### src/rtl/ones_pattern_pkg.sv
// Shared types and mask helpers for the constant-weight word enumerator.
// Pure declarations: no latency or flow-control behaviour of its own.
package ones_pattern_pkg;

  typedef enum logic {
    IDLE = 1'b0,
    EMIT = 1'b1
  } state_e;

  localparam int DATAWIDTH_DEFAULT = 16;
  localparam int CNTW              = $clog2(DATAWIDTH_DEFAULT) + 1;
  localparam int MASKW             = 64;

  // n ones packed at the bottom: the first (smallest) word of a run.
  function automatic logic [MASKW-1:0] low_mask(input int n);
    logic [MASKW-1:0] m;
    m = '0;
    for (int i = 0; i < MASKW; i++) begin
      m[i] = (i < n);
    end
    return m;
  endfunction

  function automatic logic [MASKW-1:0] top_mask(input int dw, input int n);
    logic [MASKW-1:0] m;
    m = '0;
    for (int i = 0; i < MASKW; i++) begin
      m[i] = (i >= dw - n) && (i < dw);
    end
    return m;
  endfunction

endpackage

### src/rtl/ones_pattern_gen_if.sv
// Request/stream bundle between the pattern generator and its user.
// The generator holds its output word stable until i_Ready is seen with o_Valid.
interface ones_pattern_gen_if #(
  parameter int DATAWIDTH = 16,
  parameter int CNTW      = $clog2(DATAWIDTH) + 1
);
  logic                 i_Start;
  logic [CNTW-1:0]      i_Count;
  logic                 i_Ready;
  logic                 o_Valid;
  logic [DATAWIDTH-1:0] o_Data;
  logic                 o_Last;
  logic [DATAWIDTH-1:0] o_Index;
  logic                 o_Busy;
  logic                 o_Error;

  modport master (
    output i_Start, i_Count, i_Ready,
    input  o_Valid, o_Data, o_Last, o_Index, o_Busy, o_Error
  );

  modport slave (
    input  i_Start, i_Count, i_Ready,
    output o_Valid, o_Data, o_Last, o_Index, o_Busy, o_Error
  );
endinterface

### src/rtl/ones_pattern_gen_next_perm.sv
// Next-larger word with the same popcount (Gosper), no divider.
// Purely combinational; zero latency, no flow control.
module ones_next_perm #(
  parameter int DATAWIDTH = 16
) (
  input  logic [DATAWIDTH-1:0] x,
  output logic [DATAWIDTH-1:0] next
);
  localparam int TZW = $clog2(DATAWIDTH + 1);

  logic [DATAWIDTH-1:0] lsb;
  logic [DATAWIDTH:0]   sum;
  logic [DATAWIDTH:0]   flip;
  logic [DATAWIDTH:0]   nxt_full;
  logic [TZW-1:0]       tz;
  logic                 carry_unused;

  assign lsb = x & (~x + DATAWIDTH'(1));
  assign sum = {1'b0, x} + {1'b0, lsb};

  // Lowest set bit wins; an all-zero word reports DATAWIDTH.
  always_comb begin
    tz = TZW'(DATAWIDTH);
    for (int i = DATAWIDTH - 1; i >= 0; i--) begin
      if (x[i]) tz = TZW'(i);
    end
  end

  assign flip     = (sum ^ {1'b0, x}) >> 2;
  assign nxt_full = sum | (flip >> tz);

  // The final word of a run is never advanced, so the carry never matters.
  assign next         = nxt_full[DATAWIDTH-1:0];
  assign carry_unused = nxt_full[DATAWIDTH];
endmodule

### src/rtl/ones_pattern_gen.sv
// Enumerates every DATAWIDTH-bit word of popcount N in ascending order, one per beat.
// First word one cycle after start; o_Data/o_Index/o_Last hold while i_Ready is low.
module ones_pattern_gen
  import ones_pattern_pkg::*;
#(
  parameter int DATAWIDTH = DATAWIDTH_DEFAULT
) (
  input logic               i_Clk,
  input logic               i_Rst,
  ones_pattern_gen_if.slave bus
);
  localparam int CW = $clog2(DATAWIDTH) + 1;

  state_e               state_q, state_d;
  logic [CW-1:0]        n_q, n_d;
  logic [DATAWIDTH-1:0] data_q, data_d;
  logic [DATAWIDTH-1:0] idx_q, idx_d;
  logic                 last_q, last_d;
  logic                 valid_q, valid_d;
  logic                 err_q, err_d;
  logic [DATAWIDTH-1:0] next_word;
  logic [DATAWIDTH-1:0] last_word;
  logic                 handshake;

  ones_next_perm #(.DATAWIDTH(DATAWIDTH)) u_next_perm (
    .x    (data_q),
    .next (next_word)
  );

  assign last_word = DATAWIDTH'(top_mask(DATAWIDTH, int'(n_q)));
  assign handshake = valid_q & bus.i_Ready;

  always_comb begin
    state_d = state_q;
    n_d     = n_q;
    data_d  = data_q;
    idx_d   = idx_q;
    last_d  = last_q;
    valid_d = valid_q;
    err_d   = 1'b0;
    case (state_q)
      IDLE: begin
        if (bus.i_Start) begin
          if (bus.i_Count > CW'(DATAWIDTH)) begin
            err_d = 1'b1;
          end else begin
            n_d     = bus.i_Count;
            data_d  = DATAWIDTH'(low_mask(int'(bus.i_Count)));
            idx_d   = '0;
            last_d  = (bus.i_Count == '0) || (bus.i_Count == CW'(DATAWIDTH));
            valid_d = 1'b1;
            state_d = EMIT;
          end
        end
      end
      EMIT: begin
        if (handshake) begin
          if (last_q) begin
            valid_d = 1'b0;
            last_d  = 1'b0;
            state_d = IDLE;
          end else begin
            data_d = next_word;
            idx_d  = idx_q + DATAWIDTH'(1);
            last_d = (next_word == last_word);
          end
        end
      end
      default: state_d = IDLE;
    endcase
  end

  always_ff @(posedge i_Clk) begin
    if (i_Rst) begin
      state_q <= IDLE;
      n_q     <= '0;
      data_q  <= '0;
      idx_q   <= '0;
      last_q  <= 1'b0;
      valid_q <= 1'b0;
      err_q   <= 1'b0;
    end else begin
      state_q <= state_d;
      n_q     <= n_d;
      data_q  <= data_d;
      idx_q   <= idx_d;
      last_q  <= last_d;
      valid_q <= valid_d;
      err_q   <= err_d;
    end
  end

  assign bus.o_Valid = valid_q;
  assign bus.o_Data  = data_q;
  assign bus.o_Last  = last_q;
  assign bus.o_Index = idx_q;
  assign bus.o_Busy  = (state_q == EMIT);
  assign bus.o_Error = err_q;
endmodule

### src/flat_wrapper.sv
// flat-port wrapper written by rule: the top's interface ports become plain ports
module ones_pattern_gen_flat import ones_pattern_pkg::*;
#(
  parameter int DATAWIDTH = DATAWIDTH_DEFAULT
)
  (i_Clk, i_Rst, bus_i_Start, bus_i_Count, bus_i_Ready, bus_o_Valid, bus_o_Data, bus_o_Last, bus_o_Index, bus_o_Busy, bus_o_Error);
  ones_pattern_gen_if #(.DATAWIDTH(DATAWIDTH)) bus_i ();
  input logic i_Clk;
  input logic i_Rst;
  input wire logic [$bits(bus_i.i_Start)-1:0] bus_i_Start;
  input wire logic [$bits(bus_i.i_Count)-1:0] bus_i_Count;
  input wire logic [$bits(bus_i.i_Ready)-1:0] bus_i_Ready;
  output wire logic [$bits(bus_i.o_Valid)-1:0] bus_o_Valid;
  output wire logic [$bits(bus_i.o_Data)-1:0] bus_o_Data;
  output wire logic [$bits(bus_i.o_Last)-1:0] bus_o_Last;
  output wire logic [$bits(bus_i.o_Index)-1:0] bus_o_Index;
  output wire logic [$bits(bus_i.o_Busy)-1:0] bus_o_Busy;
  output wire logic [$bits(bus_i.o_Error)-1:0] bus_o_Error;
  assign bus_i.i_Start = bus_i_Start;
  assign bus_i.i_Count = bus_i_Count;
  assign bus_i.i_Ready = bus_i_Ready;
  assign bus_o_Valid = bus_i.o_Valid;
  assign bus_o_Data = bus_i.o_Data;
  assign bus_o_Last = bus_i.o_Last;
  assign bus_o_Index = bus_i.o_Index;
  assign bus_o_Busy = bus_i.o_Busy;
  assign bus_o_Error = bus_i.o_Error;
  ones_pattern_gen #(.DATAWIDTH(DATAWIDTH)) u_core (.i_Clk(i_Clk), .i_Rst(i_Rst), .bus(bus_i));
endmodule
### config.mk
export PLATFORM = sky130hd
export DESIGN_NAME = ones_pattern_gen_flat
export DESIGN_NICKNAME = d
export VERILOG_FILES = /design/src/rtl/ones_pattern_pkg.sv /design/src/rtl/ones_pattern_gen_if.sv /design/src/rtl/ones_pattern_gen_next_perm.sv /design/src/rtl/ones_pattern_gen.sv /design/src/flat_wrapper.sv
export SDC_FILE = /design/constraint.sdc
export NUM_CORES = 1
export LEC_CHECK = 0
export ABC_AREA = 1
export CORE_MARGIN = 5
export CORE_UTILIZATION = 49
export CTS_CLUSTER_DIAMETER = 150
export DETAILED_ROUTE_END_ITERATION = 8
export GPL_TIMING_DRIVEN = 0
export PLACE_DENSITY = 0.8
export SLEW_MARGIN = 15
export SYNTH_ARGS = -nofsm -noshare
export SYNTH_HDL_FRONTEND = slang
export SYNTH_SLANG_ARGS = --single-unit
### constraint.sdc
create_clock -name i_Clk -period 3.35 [get_ports i_Clk]
set_input_delay 0.67 -clock i_Clk [delete_from_list [all_inputs] [get_ports i_Clk]]
set_output_delay 0.67 -clock i_Clk [all_outputs]
set_load 0.02 [all_outputs]
==> results of run 1 <==
-- state kept, by name, indices dropped and copies added, names as in the netlist --
name	cells
u_core.bus.o_Last	1
u_core.bus.o_Data	16
u_core.bus.o_Index	16
u_core.bus.o_Valid	1
u_core.n_q	5
u_core.bus.o_Busy	1
u_core.bus.o_Error	1
-- kinds of logic (layout without fill, tap and decap cells) --
family,Yosys count,after routing,share of synthesized area
compound gates,129,129,0.1821
xor+xnor,11,11,0.02284
fa+ha+maj,4,4,0.01186
buf+inv,124,181,0.1130
flops,41,41,0.1945
simple gates,442,442,0.4757
-- per-stage QoR --
step / hold WS [ns] / utilization / cell area (um2) / setup WS (ns)
6_report: 0.4770 / 0.6116 / 5076 / 0.2023
5_1_grt: 0.5182 / 0.6116 / 5076 / -0.04947
4_1_cts: 0.4798 / 0.5923 / 4916 / 0.01559
3_5_place_dp: 0.4647 / 0.5773 / 4791 / -0.4907
3_3_place_gp: 0.4602 / 0.5773 / 4791 / -0.3556
2_1_floorplan: 0.4637 / - / 4219 / 0.5956
-- power by group through the flow --
stage | clock network [uW] | logic, uW | registers, uW
floorplan | 0 | 1010 | 590
CTS | 410 | 1410 | 567
global placement | 0 | 1380 | 577
finish | 408 | 1490 | 571
global route | 434 | 1630 | 577
detailed placement | 0 | 1400 | 578
-- worst max-delay path, cell delays in order (launching register included) --
cell and delay [ns]:
dfxtp_4 0.40, nor2_4 0.23, nand2_2 0.15, nand2_2 0.13, nand2_2 0.09, nand2_1 0.09, nand3_1 0.11, nand2_2 0.13
nand2_1 0.08, nand2_1 0.10, nand2_1 0.06, nand2_1 0.05, nand2_1 0.06, a21oi_2 0.21, nand3_1 0.13, nand2_1 0.12
nand3_1 0.12, nand2_1 0.13, nand2_1 0.06, nand2_1 0.06, nand2_1 0.05, nor2_1 0.11, nand3_1 0.09, nor2_2 0.19
nor2_1 0.06, nor2_1 0.07
-- placed cells by master (no fill, tap or decap), drive strengths merged, types with 2 or more instances in the layout --
cell	instances
a211oi	4
a21oi	52
a221oi	7
a31oi	7
and3	2
buf	11
clkbuf	19
clkdlybuf4s50	41
clkinv	4
dfxtp	41
dlymetal6s2s	2
ha	4
inv	102
nand2	224
nand3	98
nand3b	6
nand4	11
nor2	96
nor3	3
o21ai	45
o221ai	4
o31ai	3
xnor2	3
xor2	8
-- path summary, 6_finish.rpt --
kind	endpoint	start	slack, ns	depth (start not counted)
worst min-delay path	u_core.bus.o_Index[15]$_SDFFE_PP0P_	u_core.bus.o_Index[15]$_SDFFE_PP0P_	0.48	2
worst min register to register	u_core.bus.o_Index[15]$_SDFFE_PP0P_	u_core.bus.o_Index[15]$_SDFFE_PP0P_	0.48	2
worst max register to register	u_core.bus.o_Last$_SDFFE_PP0P_	u_core.bus.o_Data[0]$_SDFFE_PP0P_	0.20	25
worst max-delay path	u_core.bus.o_Last$_SDFFE_PP0P_	u_core.bus.o_Data[0]$_SDFFE_PP0P_	0.20	25
-- layer usage --
| metal | vias to the layer above | share of wire |
|---|---|---|
| li1 | 2559 | - |
| met1 | 2407 | 0.44 |
| met2 | 230 | 0.45 |
| met3 | 31 | 0.092 |
| met4 | 0 | 0.022 |
| met5 | - | 0 |
-- final cells by class --
cell class	instances	area, um2	share of cell area
plain buffers	19	90.09	0.01775
clock inverters	2	38.79	0.007641
multi-input cells	586	3028	0.5965
clock buffers	6	72.57	0.01430
flip-flops and latches	41	839.6	0.1654
inverters	105	394.1	0.07764
repair buffers	49	481.7	0.09490
well taps	105	131.4	0.02588
-- what timing repair did --
item | 4_1_cts | 5_1_grt
endpoints found under the setup margin | 5 | 8
setup buffers | 0 | 5
gates resized for setup | 5 | 45
pin swaps | 1 | 7
==> impl_metrics.tcl, run 1 <==
set metrics [dict create \
    met2_usage 0.4359 \
    port_buffers 44 \
    power.sequential.fraction 0.231 \
    worst_min_path_class "reg2reg" \
    grt_max_degree 14 \
    rows 33 \
    first_global_vias 4685 \
    layout.nets 820 \
    avgSynthCellArea_um2 5.618 \
    p_leak_uw 0.002326 \
    max-slew-margin-rel 0.6649 \
    grt.met1_usage 0.3821 \
    num_vias 5227 \
    drv_cap 0 \
    report.final.slew_viol_count 0 \
    antenna_cells_inserted 0 \
    final_estimated_routing_congestion_in_global_placement 0.9929 \
    yosysTopAreaCell "dfxtp_1" \
    post_cts_hold_buffer_count 0 \
    path_clk_slew_ns 0.08 \
    dr.pass1.iters 5 \
    pwr_density_cell_nw_per_um2 487.2 \
    internal_power_uw 1217 \
    ys_async_sr_fraction 0 \
    fp.dieW_um 102.8 \
    drt.antenna.violating_nets 0 \
    clk_root_buffer_cell "clkbuf_8" \
    max-vdd-ir-drop_mv 0.2406 \
    global_route.overflow_total 0 \
    met3_usage 0.04871 \
    p_sw_uw 1256 \
    path_class "reg2reg" \
    routed_wire_length_um 14600 \
    setup.worst_path.end_class "flip-flop" \
    hold_viol_final 0 \
    syn-cell-area_um2 4219 \
    most_used_dff_post_synth "dfxtp_1" \
    synthTopCellsByCount "nand2_1 (207), inv_1 (94), nand3_1 (94)" \
    synth.area.top_cells "dfxtp_1 (19%), nand2_1 (18%), nand3_1 (11%)" \
    ios 45 \
    busiest_layer "met2" \
    count_of_flip_flops_with_a_built_in_enable_after_synthesis 0 \
    netSwitchingFraction 0.5080 \
    synth.top_cell.area_share 0.1945 \
    part_of_the_total_power_dissipated_in_combinational_logic 0.604 \
    pwr-share-clk 0.165 \
    grt_usage 0.2745 \
    worstSkewPairLatency_ns 0.30 \
    synth_most_common_cell "nand2_1" \
    post_route_cells_drive_above_1_share 0.1287 \
    tightestPinTransition_ns 0.5027 \
    crit_path_start_kind "flip-flop" \
    fin_crit_sh 0.9396 \
    fmaxAchievable_ghz 0.3177 \
    detail_route.drc_violations 0 \
    count_of_mapped_cells_out_of_synthesis 751 \
    first_pass_grt_wire_length_um 22960 \
    finalSetupViolations 0 \
    min_period_ns 3.148 \
    drt-initial-drc-count 525 \
    synth.yosys.warnings 0 \
    finalSetupTns_ns 0 \
    synth_sequential_area_ratio 0.1945 \
    ctsHtreeMaxLevel 2 \
    filler_cell_count 845 \
    setup_repair_after_global_routing_missed_its_margin "yes" \
    antenna_found_initial 0 \
    report.power.total_uw 2473 \
    area_growth_synth_to_finish_pct 20.31 \
    cts_made_buffers 5 \
    cts_tree "done" \
    ys_ff_latch 41 \
    final.setup_skew_ns 0.009959 \
    drt-vias-per-instance 5.725 \
    final_cell_count_no_fill 913 \
    detail_route.wl_per_cell_um 15.99 \
    critical_path_required_ns 3.59 \
    dieArea_um2 10570 \
    worst-path-max-fanout 8 \
    netlist-cell-type-count 45 \
    dpl.hpwl_um 11730 \
    floorplan.initialDensity 0.5084 \
    clkSinkCount 41 \
    clockBufferDepth 2 \
    place_inst 900 \
    critPathArrivalTime_ns 3.39 \
    status "finished, final reports clean" \
    chipHeight_um 102.8 \
    placeableCoreArea_um2 8299 \
    synthesized_nets 764 \
]
(Power assumes the default switching activity.)
==> inputs of run 2 (changes only) <==
- CELL_PAD_IN_SITES_DETAIL_PLACEMENT: default -> 1
- CELL_PAD_IN_SITES_GLOBAL_PLACEMENT: default -> 1
- CORE_UTILIZATION: 49 -> 39
- PLACE_DENSITY: 0.8 -> 0.9
==> impl_metrics.tcl, run 2 (same netlist as run 1, synthesis figures left out) <==
set metrics [dict create \
    status "finished, final reports clean" \
    worst-path-max-fanout 8 \
    layout.nets 830 \
    first_pass_grt_wire_length_um 27120 \
    finalSetupViolations 0 \
    critical_path_required_ns 3.55 \
    port_buffers 44 \
    critPathSlowestCell "dlygate4sd2_1" \
    final_estimated_routing_congestion_in_global_placement 0.9918 \
    clockBufferDepth 2 \
    routed_wire_length_um 17410 \
    first_global_vias 5420 \
    clk_root_buffer_cell "clkbuf_8" \
    drt-vias-per-instance 5.600 \
    ios 45 \
    report.final.slew_viol_count 0 \
    drt.antenna.violating_nets 0 \
    global_route.overflow_total 0 \
    cts_made_buffers 5 \
    fmaxAchievable_ghz 0.3072 \
    crit_path_start_kind "input pin" \
    floorplan.initialDensity 0.3944 \
    leading_cell_types_in_the_layout_fill_and_taps_excluded "nand2_1 (195), inv_1 (92), nand3_1 (88), nor2_1 (71), a21oi_1 (46)" \
    multiInputGateArea_um2 3102 \
    grt_max_degree 12 \
    drv_cap 0 \
    cts_tree "done" \
    num_vias 5359 \
    pwr_density_cell_nw_per_um2 476.9 \
    dieArea_um2 13000 \
    post_route_cells_drive_above_1_share 0.1628 \
    final-seq-area_um2 848.3 \
    drt-initial-drc-count 278 \
    area_growth_synth_to_finish_pct 24.76 \
    critPathArrivalTime_ns 3.45 \
    cpMostUsedCell "nand2_1" \
    postLayoutSetupSlackWorst_ns 0.09501 \
    clkSinkCount 41 \
    setup.worst_path.end_class "flip-flop" \
    max-slew-margin-rel 0.6461 \
    dp_slack_ns -0.5541 \
    max_stage_delay_ns 0.34 \
    path_class "in2reg" \
    ctsHtreeMaxLevel 2 \
    final.setup_skew_ns 0.005925 \
    tightestPinTransition_ns 0.5309 \
    antenna_found_initial 0 \
    min_period_ns 3.255 \
    detail_route.wl_per_cell_um 18.19 \
    fp.dieW_um 114.0 \
    detail_route.drc_violations 0 \
    worstSkewPairLatency_ns 0.31 \
    chipHeight_um 114.0 \
    p_leak_uw 0.002380 \
    worst_min_path_class "reg2reg" \
    placeableCoreArea_um2 10700 \
    fin_crit_sh 0.9716 \
    filler_cell_count 1548 \
    dpl.hpwl_um 13450 \
    setup_repair_after_global_routing_missed_its_margin "yes" \
    antenna_cells_inserted 0 \
    dr.pass1.iters 5 \
    final_common_cell "nand2_1" \
    max-vdd-ir-drop_mv 0.2990 \
    grt_usage 0.2572 \
    rows 38 \
    cp_cell_sequence "dlygate4sd2_1 -> nor2_2 -> inv_1 -> o31ai_4 -> nand3_4 -> nand2_2 -> nand2_1 -> nand2_4 -> nand2_1 -> nor2_2 -> nand4_1 -> nor2_1 -> nand2_1 -> nor2_1 -> inv_1 -> nor2_4 -> nand2_1 -> o21ai_0 -> a21oi_1" \
    path_clk_slew_ns 0.08 \
    hold_slack_ns 0.4815 \
    hold_viol_final 0 \
]
==> run 2: cell count changes in the layout (fill, tap and decap cells not counted), sizes merged <==
cell          previous run  this run
dlymetal6s2s             2         1
buf                     11        21
clkinv                   4         2
bufinv                   1         0
clkinvlp                 0         1
dlygate4sd2              1         2
clkbuf                  19        20
==> run 2: metrics by stage <==
stage	std cells	cell area [um2]	util	power (uW)	setup TNS [ns]
global placement	935	4835	0.4519	1983	-2.333
finish	957	5264	0.4920	2510	0
detailed placement	935	4835	0.4519	2030	-4.611
floorplan	751	4219	-	1596	0
global route	957	5264	0.4920	2685	-0.3105
CTS	942	4937	0.4615	2370	0
==> run 2: layout make-up <==
cell class,count,area share
multi-input cells,586,0.5893
flip-flops and latches,41,0.1612
repair buffers,59,0.1051
inverters,105,0.07559
well taps,140,0.03328
plain buffers,19,0.01925
clock buffers,7,0.01640
==> run 2: path summary, 6_finish.rpt <==
| kind | startpoint | to | slack, ns | depth (start not counted) |
|---|---|---|---|---|
| worst max-delay path | bus_i_Count[1] | u_core.bus.o_Index[14]$_SDFFE_PP0P_ | 0.1 | 19 |
| worst min-delay path | u_core.bus.o_Index[15]$_SDFFE_PP0P_ | u_core.bus.o_Index[15]$_SDFFE_PP0P_ | 0.48 | 2 |
| worst max register to register | u_core.bus.o_Data[3]$_SDFFE_PP0P_ | u_core.bus.o_Last$_SDFFE_PP0P_ | 0.15 | 23 |
| worst min register to register | u_core.bus.o_Index[15]$_SDFFE_PP0P_ | u_core.bus.o_Index[15]$_SDFFE_PP0P_ | 0.48 | 2 |
==> run 2: what timing repair did <==
item,in CTS,in global routing
hold buffers,0,0
gates resized for setup,8,72
setup endpoints to repair,7,12
pin swaps,2,11
buffers inserted,0,15
==> run 2: power breakdown <==
group	total, uW	internal (uW)	switching [uW]	leakage [uW]
Clock	340	164	176	0.0000443
Sequential	573	519	54.1	0.000341
Combinational	1600	502	1100	0.00199
Total	2510	1180	1330	0.00238
==> run 2: worst max-delay path, delay by kind of cell <==
| kind | cells | cell delay (ns) |
|---|---|---|
| AND/OR/NAND/NOR | 13 | 1.69 |
| AO/OA/AOI/OAI | 3 | 0.56 |
| buffers and inverters | 3 | 0.54 |
==> run 2: routing by layer <==
metal  wire (um)  GRT usage  share of wire  up-vias
li1            -          -              -     2584
met1        7474     0.3168           0.43     2596
met2        8725     0.4571           0.50      139
met3         676    0.02812          0.039       40
met4         535    0.09976          0.031        0
met5           0          0              0        -
